## src/rtl/inst_display_scan.sv

```systemverilog
// inst_display_scan
// Time-multiplexes a 40-bit instruction word onto an 8-digit common-anode
// 7-segment display. The word is captured once per frame, so a change in the
// middle of a frame never tears the display.
//
// Ports:
//   sys_clock    system clock, rising edge
//   reset_n      asynchronous active-low reset
//   instruction  eight 5-bit character codes, [39:35] = digit 7 (leftmost)
//   enable       1 = scan the display, 0 = blank it
//   an           digit anodes, active-low, an[7] = leftmost
//   seg          segments {g,f,e,d,c,b,a}, active-low
//   frame_done   one-cycle pulse when the digit-0 slot completes
module inst_display_scan #(
  parameter int SCAN_DIV     = 100000,
  parameter int GUARD_CYCLES = 1000
) (
  input  logic        sys_clock,
  input  logic        reset_n,
  input  logic [39:0] instruction,
  input  logic        enable,
  output logic [7:0]  an,
  output logic [6:0]  seg,
  output logic        frame_done
);

  localparam int CNT_W = (SCAN_DIV > 1) ? $clog2(SCAN_DIV) : 1;
  localparam logic [CNT_W-1:0] CNT_LAST = CNT_W'(SCAN_DIV - 1);
  localparam logic [CNT_W-1:0] GUARD    = CNT_W'(GUARD_CYCLES);

  typedef enum logic {IDLE, SCAN} state_t;

  state_t           state_q, state_d;
  logic [CNT_W-1:0] cnt_q, cnt_d;
  logic [2:0]       digit_q, digit_d;
  logic [39:0]      snap_q, snap_d;
  logic [7:0]       an_q, an_d;
  logic [6:0]       seg_q, seg_d;
  logic             frame_done_q, frame_done_d;
  logic [4:0]       cur_char;

  // Character code to active-high gfedcba pattern; codes 27-31 show '-'.
  function automatic logic [6:0] decode(input logic [4:0] code);
    logic [6:0] p;
    case (code)
      5'd0:  p = 7'h00;
      5'd1:  p = 7'h77;
      5'd2:  p = 7'h7C;
      5'd3:  p = 7'h39;
      5'd4:  p = 7'h5E;
      5'd5:  p = 7'h79;
      5'd6:  p = 7'h71;
      5'd7:  p = 7'h3D;
      5'd8:  p = 7'h76;
      5'd9:  p = 7'h30;
      5'd10: p = 7'h1E;
      5'd11: p = 7'h75;
      5'd12: p = 7'h38;
      5'd13: p = 7'h55;
      5'd14: p = 7'h54;
      5'd15: p = 7'h3F;
      5'd16: p = 7'h73;
      5'd17: p = 7'h67;
      5'd18: p = 7'h50;
      5'd19: p = 7'h6D;
      5'd20: p = 7'h78;
      5'd21: p = 7'h3E;
      5'd22: p = 7'h1C;
      5'd23: p = 7'h2A;
      5'd24: p = 7'h49;
      5'd25: p = 7'h6E;
      5'd26: p = 7'h5B;
      default: p = 7'h40;
    endcase
    return p;
  endfunction

  // Next-state logic. The registered outputs are computed from the *next*
  // counter/digit/snapshot so that an/seg line up with the slot position the
  // counter holds during the same cycle.
  always_comb begin
    state_d      = state_q;
    cnt_d        = cnt_q;
    digit_d      = digit_q;
    snap_d       = snap_q;
    an_d         = 8'hFF;
    seg_d        = seg_q;
    frame_done_d = 1'b0;
    cur_char     = 5'd0;

    case (state_q)
      IDLE: begin
        seg_d = 7'h7F;
        cnt_d = '0;
        if (enable) begin
          state_d = SCAN;
          snap_d  = instruction;
          digit_d = 3'd7;
        end
      end
      SCAN: begin
        if (cnt_q == CNT_LAST) begin
          cnt_d = '0;
          if (digit_q == 3'd0) begin
            // Frame boundary: pulse even if enable is falling on this edge.
            frame_done_d = 1'b1;
            digit_d      = 3'd7;
            snap_d       = instruction;
          end else begin
            digit_d = digit_q - 3'd1;
          end
        end else begin
          cnt_d = cnt_q + CNT_W'(1);
        end
        if (!enable) begin
          state_d = IDLE;
          cnt_d   = '0;
          digit_d = 3'd7;
          seg_d   = 7'h7F;
        end
      end
      default: begin
        state_d = IDLE;
        seg_d   = 7'h7F;
      end
    endcase

    if (state_d == SCAN) begin
      for (int i = 0; i < 8; i++) begin
        if (digit_d == 3'(i)) cur_char = snap_d[i*5 +: 5];
      end
      if (cnt_d == '0) seg_d = ~decode(cur_char);
      // Guard interval keeps all anodes off while seg settles on the new digit.
      if (cnt_d >= GUARD) an_d = ~(8'd1 << digit_d);
    end
  end

  always_ff @(posedge sys_clock or negedge reset_n) begin
    if (!reset_n) begin
      state_q      <= IDLE;
      cnt_q        <= '0;
      digit_q      <= 3'd7;
      snap_q       <= '0;
      an_q         <= 8'hFF;
      seg_q        <= 7'h7F;
      frame_done_q <= 1'b0;
    end else begin
      state_q      <= state_d;
      cnt_q        <= cnt_d;
      digit_q      <= digit_d;
      snap_q       <= snap_d;
      an_q         <= an_d;
      seg_q        <= seg_d;
      frame_done_q <= frame_done_d;
    end
  end

  assign an         = an_q;
  assign seg        = seg_q;
  assign frame_done = frame_done_q;

endmodule
```

## config.mk

```make
export PLATFORM = sky130hd
export DESIGN_NAME = inst_display_scan
export DESIGN_NICKNAME = d
export VERILOG_FILES = /design/src/rtl/inst_display_scan.sv
export SDC_FILE = /design/constraint.sdc
export NUM_CORES = 1
export LEC_CHECK = 0
export BUFFER_PORTS_ARGS = -buffer_cell sky130_fd_sc_hd__buf_4
export CAP_MARGIN = 15
export CORE_MARGIN = 4
export CORE_UTILIZATION = 48
export DETAILED_ROUTE_END_ITERATION = 7
export PLACE_DENSITY = 0.71
export SLEW_MARGIN = 20
export SYNTH_ARGS = -nofsm -noshare
export SYNTH_HDL_FRONTEND = slang
export SYNTH_SLANG_ARGS = --single-unit
```

## constraint.sdc

```tcl
create_clock -name sys_clock -period 4.2 [get_ports sys_clock]
set_input_delay 0 -clock sys_clock [delete_from_list [all_inputs] [get_ports sys_clock]]
set_output_delay 0 -clock sys_clock [all_outputs]
set_load 0.1 [all_outputs]
```

=== Yosys cells after proc, flatten, opt, wreduce, memory -nomap -nowiden ===
Memories as Yosys holds them, arrays and structs flattened.
Index checks and enable logic that the tools add are counted.

* $add $sub $neg: 2
* $lt $le $gt $ge: 1
* Equality and inequality tests: 8
* Shift-type cells: 1
* Mux-type cells: 33
* Bitwise operators: 3
* Reductions and logical operators: 3

{| class="wikitable"
|+ Operators by type and width
! kind !! number
|-
| two-way mux 40 bit || 3
|-
| case mux 40 bit (2 select lines) || 1
|-
| two-way mux 5 bit || 9
|-
| two-way mux 7 bit || 5
|-
| two-way mux 17 bit || 2
|-
| case mux 17 bit (2 select lines) || 1
|-
| adder 17 x 1 -> 17 bit, second input constant || 1
|-
| == test 17 bit, second input constant || 1
|-
| >= comparator 17 x 10 -> 1 bit, second input constant || 1
|-
| logical NOT 17 bit || 1
|-
| two-way mux 8 bit || 2
|-
| case mux 7 bit (2 select lines) || 1
|-
| == test 3 bit, second input constant || 4
|-
| two-way mux 3 bit || 4
|-
| NOT 8 bit || 1
|-
| left shift 1 x 3 -> 8 bit, first input constant || 1
|-
| NOT 7 bit || 1
|-
| == test 3 x 2 -> 1 bit, second input constant || 2
|-
| logical NOT 3 bit || 2
|-
| case mux 3 bit (2 select lines) || 1
|-
| two-way mux 1 bit || 4
|-
| == test 3 x 1 -> 1 bit, second input constant || 1
|-
| subtractor 3 x 1 -> 3 bit, second input constant || 1
|-
| NOT 1 bit || 1
|}

* Register bits after elaboration: 77
* Bits in read-only memories: 224
* Input bits: 43
* Output and inout bits: 16
* Word-level logic and storage cells: 59
* Memories: 1

{| class="wikitable"
|+ Memories
! name !! words !! width !! rd ports !! clocked after memory_dff !! write ports !! line !! RTL
|-
| (no name shown) || 32 || 7 || 1 || 0 || 0 || 45 || <nowiki>case (code)</nowiki>
|}

=== Longest topological paths before layout ===
An unclocked memory read counts as a cell.

* Depth after elaboration: 21
* Gate-level depth with buffers: 19
* Gate-level depth less buffers: 17

=== Worst setup path after synthesis ===
Ideal clock, no wire load.

* Path type: reg-to-reg
* Start: register cnt_q[0]
* End: register seg_q[1] (netlist: seg[1])
* Setup time: 77 ps
* Arrival time: 3820 ps
* Data required time: 4123 ps
* Path slack: 303 ps
* Stages on the path, launching flop included: 18
* Buffers on the path: 4
* Clock period less this slack: 3897 ps
* Cells stage by stage: dfrtp_1 -> ha_1 -> and4_1 -> buf_2 -> nand4_4 -> o21ai_4 -> buf_6 -> buf_6 -> buf_4 -> mux2_2 -> a221oi_1 -> o21ai_0 -> a32oi_1 -> inv_1 -> ha_1 -> o311a_1 -> o221a_1 -> a31oi_1

* Elaborated cells between the ends (all ways): 34
* Those cells by class: add/sub: 1; eq/ne: 8; mux: 21; bitwise: 1; reduce/logical: 2; memory: 1

{| class="wikitable"
|+ RTL lines
! item !! line !! RTL
|-
| start: declaration || 34 || <nowiki>logic [CNT_W-1:0] cnt_q, cnt_d;</nowiki>
|-
| start signal: assignment || 149 || <nowiki>cnt_q <= cnt_d;</nowiki>
|-
| == test 17 bit || 102 || <nowiki>if (cnt_q == CNT_LAST) begin</nowiki>
|-
| two-way mux 40 bit || 102 ||
|-
| case mux 40 bit (2 select lines) || 91 || <nowiki>case (state_q)</nowiki>
|-
| net snap_d[15] || 36 || <nowiki>logic [39:0] snap_q, snap_d;</nowiki>
|-
| two-way mux 5 bit (5 in series) || 130 || <nowiki>if (digit_d == 3'(i)) cur_char = snap_d[i*5 +: 5];</nowiki>
|-
| two-way mux 5 bit || 128 || <nowiki>if (state_d == SCAN) begin</nowiki>
|-
| memory (32 x 7 bit) || -- ||
|-
| two-way mux 7 bit || 132 || <nowiki>if (cnt_d == '0) seg_d = ~decode(cur_char);</nowiki>
|-
| two-way mux 7 bit || 128 ||
|-
| NOT 7 bit || 132 ||
|-
| two-way mux 7 bit || 132 ||
|-
| two-way mux 7 bit || 128 ||
|-
| net seg_d[1] || 38 || <nowiki>logic [6:0] seg_q, seg_d;</nowiki>
|-
| end signal: assignment || 153 || <nowiki>seg_q <= seg_d;</nowiki>
|-
| end: declaration || 38 ||
|}

The timed path passes the listed nets, and every way through them passes these cells. The select of a mux whose other input is x is not followed.

=== Worst setup path in the final report ===
* Start: register cnt_q[0]
* End: register seg_q[6] (netlist: seg[6])

* Elaborated cells between the ends (all ways): 34
* Those cells by class: add/sub: 1; eq/ne: 8; mux: 21; bitwise: 1; reduce/logical: 2; memory: 1

{| class="wikitable"
|+ RTL lines
! item !! line
|-
| == test 17 bit || 102
|-
| two-way mux 40 bit || 102
|-
| case mux 40 bit (2 select lines) || 91
|-
| net snap_d[13] || 36
|-
| two-way mux 5 bit (6 in series) || 130
|-
| two-way mux 5 bit || 128
|-
| memory (32 x 7 bit) || --
|-
| two-way mux 7 bit || 132
|-
| two-way mux 7 bit || 128
|-
| NOT 7 bit || 132
|-
| two-way mux 7 bit || 132
|-
| two-way mux 7 bit || 128
|-
| net seg_d[6] || 38
|}

The timed path passes the listed nets, and every way through them passes these cells. The select of a mux whose other input is x is not followed.

==> qor_table.md <==
| Result | Reported | Unit |
|---|---|---|
| Status | finished, final reports clean | - |
| I/O pin cnt | 59 | - |
| Number of rows in the core area | 34 | - |
| Final cycle utilization of the critical path | 0.928 | - |
| Clock tree from TritonCTS | yes | - |
| Clock Tree Root | sky130_fd_sc_hd__clkbuf_8 | - |
| Summed negative setup slack over all endpoints | 0 | ns |
| Input/output buffers | 58 | - |
| Cell Area, Placed | 4830 | um^2 |
| Flip-flop cell with the highest count after synthesis | sky130_fd_sc_hd__dfrtp_1 | - |
| Maximum buffer depth of the clock tree | 2 | - |
| Clock input transition at the sequential cells of the worst setup and hold paths | 0.09 | ns |
| Clock network latency to the later pin of the worst-skew pair | 0.35 | ns |
| Share of synthesized area occupied by flip-flops and latches | 0.457 | - |
| Area growth syn-to-layout | 27.9 | % |
| Routed Wire Length | 10,500 | um |
| Worst IR Drop VDD | 0.192 | mV |
| Synth Net Count | 481 | - |
| Final GP Congestion | 0.909 | - |
| Clock tree skew after final layout | 0.0127 | ns |
| DRC | 0 | - |
| Core utilization of the finished layout | 0.629 | - |
| Max H-tree Level | 3 | - |
| Total core area | 8680 | um^2 |
| Mean routed wirelength per cell | 16.2 | um |
| Delay of the slowest critical-path stage | 0.45 | ns |
| Mapped Cells | 427 | - |
| Largest net degree at the start of global routing | 78 | - |
| Fill count | 726 | - |
| Layout Cell Area excl Fill | 5460 | um^2 |
| Transition at the pin with the smallest max-transition slack | 0.950 | ns |
| Worst EP arrival | 4.16 | ns |
| PwrDens | 345 | nW/um^2 |
| Number of gates resized after cts | 0 | - |
| Post-synth EDFFs | 0 | - |
| Final critical delay including setup and external delays | 3.90 | ns |
| Total track usage | 0.211 | - |
| Post-DR vias/cell | 5.46 | - |
| CTS buffer count | 9 | - |
| Flop and latch count out of synthesis | 77 | - |
| Slowest CP cell | sky130_fd_sc_hd__o21ai_4 | - |
| Antenna violations before repair | 0 | - |
| Biggest fanout along the worst timing path | 13 | - |
| Required time at the worst-slack endpoint | 4.46 | ns |
| First-pass GRT wire length | 17,600 | um |
| RSZ-0062 raised after global routing | no | - |
| Worst slew margin relative to its limit | 0.366 | - |
| DRC marker count from the first detailed-route iteration | 181 | - |
| Cell Area, Synth | 4270 | um^2 |
| Mean instance size in the synthesized netlist | 9.99 | um^2 |
| Nets@finish | 586 | - |
| Type of the tightest min-delay check | in -> async | - |
| Die ar. | 10,500 | um^2 |
| Main area contributors after synthesis | sky130_fd_sc_hd__dfrtp_1 35%, sky130_fd_sc_hd__dfstp_2 11%, sky130_fd_sc_hd__nand2_1 5.5% | - |
| Total count of max-transition violations in the final report | 0 | - |
| Via count | 3,530 | - |
| Share of final-layout standard cells stronger than drive strength 1 | 0.264 | - |
| Die Width | 102 | um |
| Leakage | 2.37 | nW |
| Yosys synthesis warning count | 0 | - |
| Initial Util | 0.491 | - |
| Async S/R FF share, synth | 1.00 | - |
| Count of final setup violators | 0 | - |
| Class of the most critical setup path | reg -> reg | - |
| Cells along the critical path | ha_1 -> and4_1 -> nand4_4 -> o21ai_4 -> buf_4 -> buf_4 -> mux2_1 -> mux2i_1 -> o32a_1 -> o221a_2 -> and2b_1 -> nor3b_1 -> o21ai_1 -> a31oi_1 | - |
| Most frequent cell on the critical path | sky130_fd_sc_hd__buf_4 | - |
| Total number of clock tree sinks | 77 | - |
| Peak Freq | 0.257 | GHz |
| Via count of the first global-routing pass | 3,564 | - |
| Max Cap Violations | 0 | - |
| Cell taking the most area after synthesis | sky130_fd_sc_hd__dfrtp_1 | - |
| Top-area cell type share of the netlist area | 0.346 | - |
| Critical Path Start Type | flop | - |
| HPWL reported at the end of detailed placement | 7230 | um |
| Kind of end point of the critical path | flop | - |
| Count of final hold-check violations | 0 | - |
| Vertical extent of the die | 102 | um |
| Total global routing overflow | 0 | - |
| Netlist cell types | 70 | - |
| Drt pass-1 iters | 5 | - |
| Residual antenna-violating net count after detailed routing | 0 | - |
| Register-to-register setup slack | 0.30 | ns |
-- logic make-up after synthesis --
logic type / share of synthesized area
AO/OA/AOI/OAI: 0.113
XOR/XNOR: 0.0349
adder cells (fa/ha/maj): 0.0323
buffers and inverters: 0.0446
flip-flops: 0.457
multiplexers: 0.117
AND/OR/NAND/NOR: 0.202
-- power breakdown --
| part | leakage, nW | internal, mW | switching, mW |
|---|---|---|---|
| sequential | 0.927 | 0.818 | 0.0248 |
| clock | 0.0960 | 0.292 | 0.283 |
| combinational | 1.34 | 0.183 | 0.280 |
-- state kept, by name, indices dropped and copies added (netlist names) --
signal / flops
snap_q: 40
cnt_q: 17
an: 8
seg: 7
digit_q: 3
frame_done: 1
state_q: 1
-- synthesized netlist by cell type (all sizes together), types with 2 or more instances --
library cell,count
a21boi,3
a21oi,6
a221oi,2
a22oi,2
a31oi,4
a41oi,2
and2,3
and3,3
and4,2
and4bb,2
buf,16
clkbuf,5
dfrtp,59
dfstp,18
ha,11
inv,17
mux2,27
mux2i,19
nand2,66
nand2b,4
nand3,11
nand3b,4
nand4,7
nor2,49
nor2b,2
nor3,6
nor4,3
nor4b,2
o211ai,6
o21a,2
o21ai,14
o221a,3
o221ai,4
o311a,3
o32a,2
or3,5
xnor2,8
xor2,9
-- timing repair --
item | CTS | global route
setup buffers | 0 | 0
endpoints found under the hold margin | 101 | 0
hold buffers | 42 | 0
-- cell usage in the layout, fill, tap and decap left out, types with 3 or more instances in the layout --
| cell | Yosys | final |
|---|---|---|
| sky130_fd_sc_hd__buf_4 | 2 | 73 |
| sky130_fd_sc_hd__nand2_1 | 63 | 63 |
| sky130_fd_sc_hd__dfrtp_1 | 59 | 59 |
| sky130_fd_sc_hd__nor2_1 | 49 | 49 |
| sky130_fd_sc_hd__dlygate4sd3_1 | 0 | 42 |
| sky130_fd_sc_hd__mux2_2 | 19 | 19 |
| sky130_fd_sc_hd__mux2i_1 | 19 | 18 |
| sky130_fd_sc_hd__dfstp_2 | 18 | 18 |
| sky130_fd_sc_hd__inv_1 | 14 | 14 |
| sky130_fd_sc_hd__nand3_1 | 11 | 11 |
| sky130_fd_sc_hd__ha_1 | 11 | 11 |
| sky130_fd_sc_hd__clkbuf_8 | 0 | 10 |
| sky130_fd_sc_hd__xor2_1 | 9 | 9 |
| sky130_fd_sc_hd__o21ai_0 | 8 | 8 |
| sky130_fd_sc_hd__xnor2_1 | 8 | 8 |
| sky130_fd_sc_hd__mux2_1 | 7 | 7 |
| sky130_fd_sc_hd__nor3_1 | 6 | 6 |
| sky130_fd_sc_hd__o211ai_1 | 6 | 6 |
| sky130_fd_sc_hd__a21oi_1 | 6 | 6 |
| sky130_fd_sc_hd__nand4_1 | 6 | 6 |
| sky130_fd_sc_hd__or3_1 | 5 | 5 |
| sky130_fd_sc_hd__o21ai_1 | 5 | 5 |
| sky130_fd_sc_hd__nand3b_1 | 4 | 4 |
| sky130_fd_sc_hd__nand2b_1 | 4 | 4 |
| sky130_fd_sc_hd__o221ai_1 | 4 | 4 |
| sky130_fd_sc_hd__a31oi_1 | 4 | 4 |
| sky130_fd_sc_hd__and3_1 | 3 | 3 |
| sky130_fd_sc_hd__inv_2 | 3 | 3 |
| sky130_fd_sc_hd__o311a_1 | 3 | 3 |
| sky130_fd_sc_hd__a21boi_0 | 3 | 3 |
-- worst max-delay path, delay by kind of cell, from the launching register on --
family / cells / cell delay (ns)
DFF: 1 / 0.41
adders and majority gates: 1 / 0.24
and+or+nand+nor: 4 / 0.94
buffers and inverters: 2 / 0.44
AOI/OAI and AO/OA: 5 / 1.28
muxes: 2 / 0.51
-- worst paths after layout --
check                            from         end  cells past startpoint
max reg2reg                  cnt_q[0]      seg[6]                     14
min                           reset_n  snap_q[33]                      2
min reg2reg                snap_q[38]  snap_q[38]                      2
min in group sys_clock         enable     state_q                      2
max in group asynchronous     reset_n   cnt_q[14]                      2
max                          cnt_q[0]      seg[6]                     14
-- stage by stage --
stage / setup slack (ns) / cells / total power [mW] / hold WS (ns)
final: 0.303 / 646 / 1.88 / 0.322
after global placement: 0.378 / 587 / 1.28 / 0.203
after global routing: 0.0164 / 645 / 1.98 / 0.400
after floorplan: 0.303 / 427 / 1.15 / -0.296
after detailed placement: 0.361 / 587 / 1.28 / 0.200
after CTS: 0.326 / 645 / 1.89 / 0.384
-- per-layer routing --
| metal | vias to the layer above | track usage | part of all wire |
|---|---|---|---|
| met3 | 18 | 0.0396 | 0.043 |
| li1 | 1713 | - | - |
| met4 | 0 | 0.0545 | 0.016 |
| met2 | 87 | 0.359 | 0.51 |
| met1 | 1712 | 0.277 | 0.43 |
| met5 | - | 0 | 0 |
-- area by class of cell --
type                       instances  area (um^2)  area share
inverter                          17         63.8      0.0117
timing repair buffer             115          968       0.178
clock inverter                     5         58.8      0.0108
tap                              108          135      0.0248
sequential                        77         1950       0.357
clock buffer                      11          141      0.0259
multi-input combinational        312         2140       0.392
antenna                            1         2.50    0.000459
(Power assumes the default switching activity.)
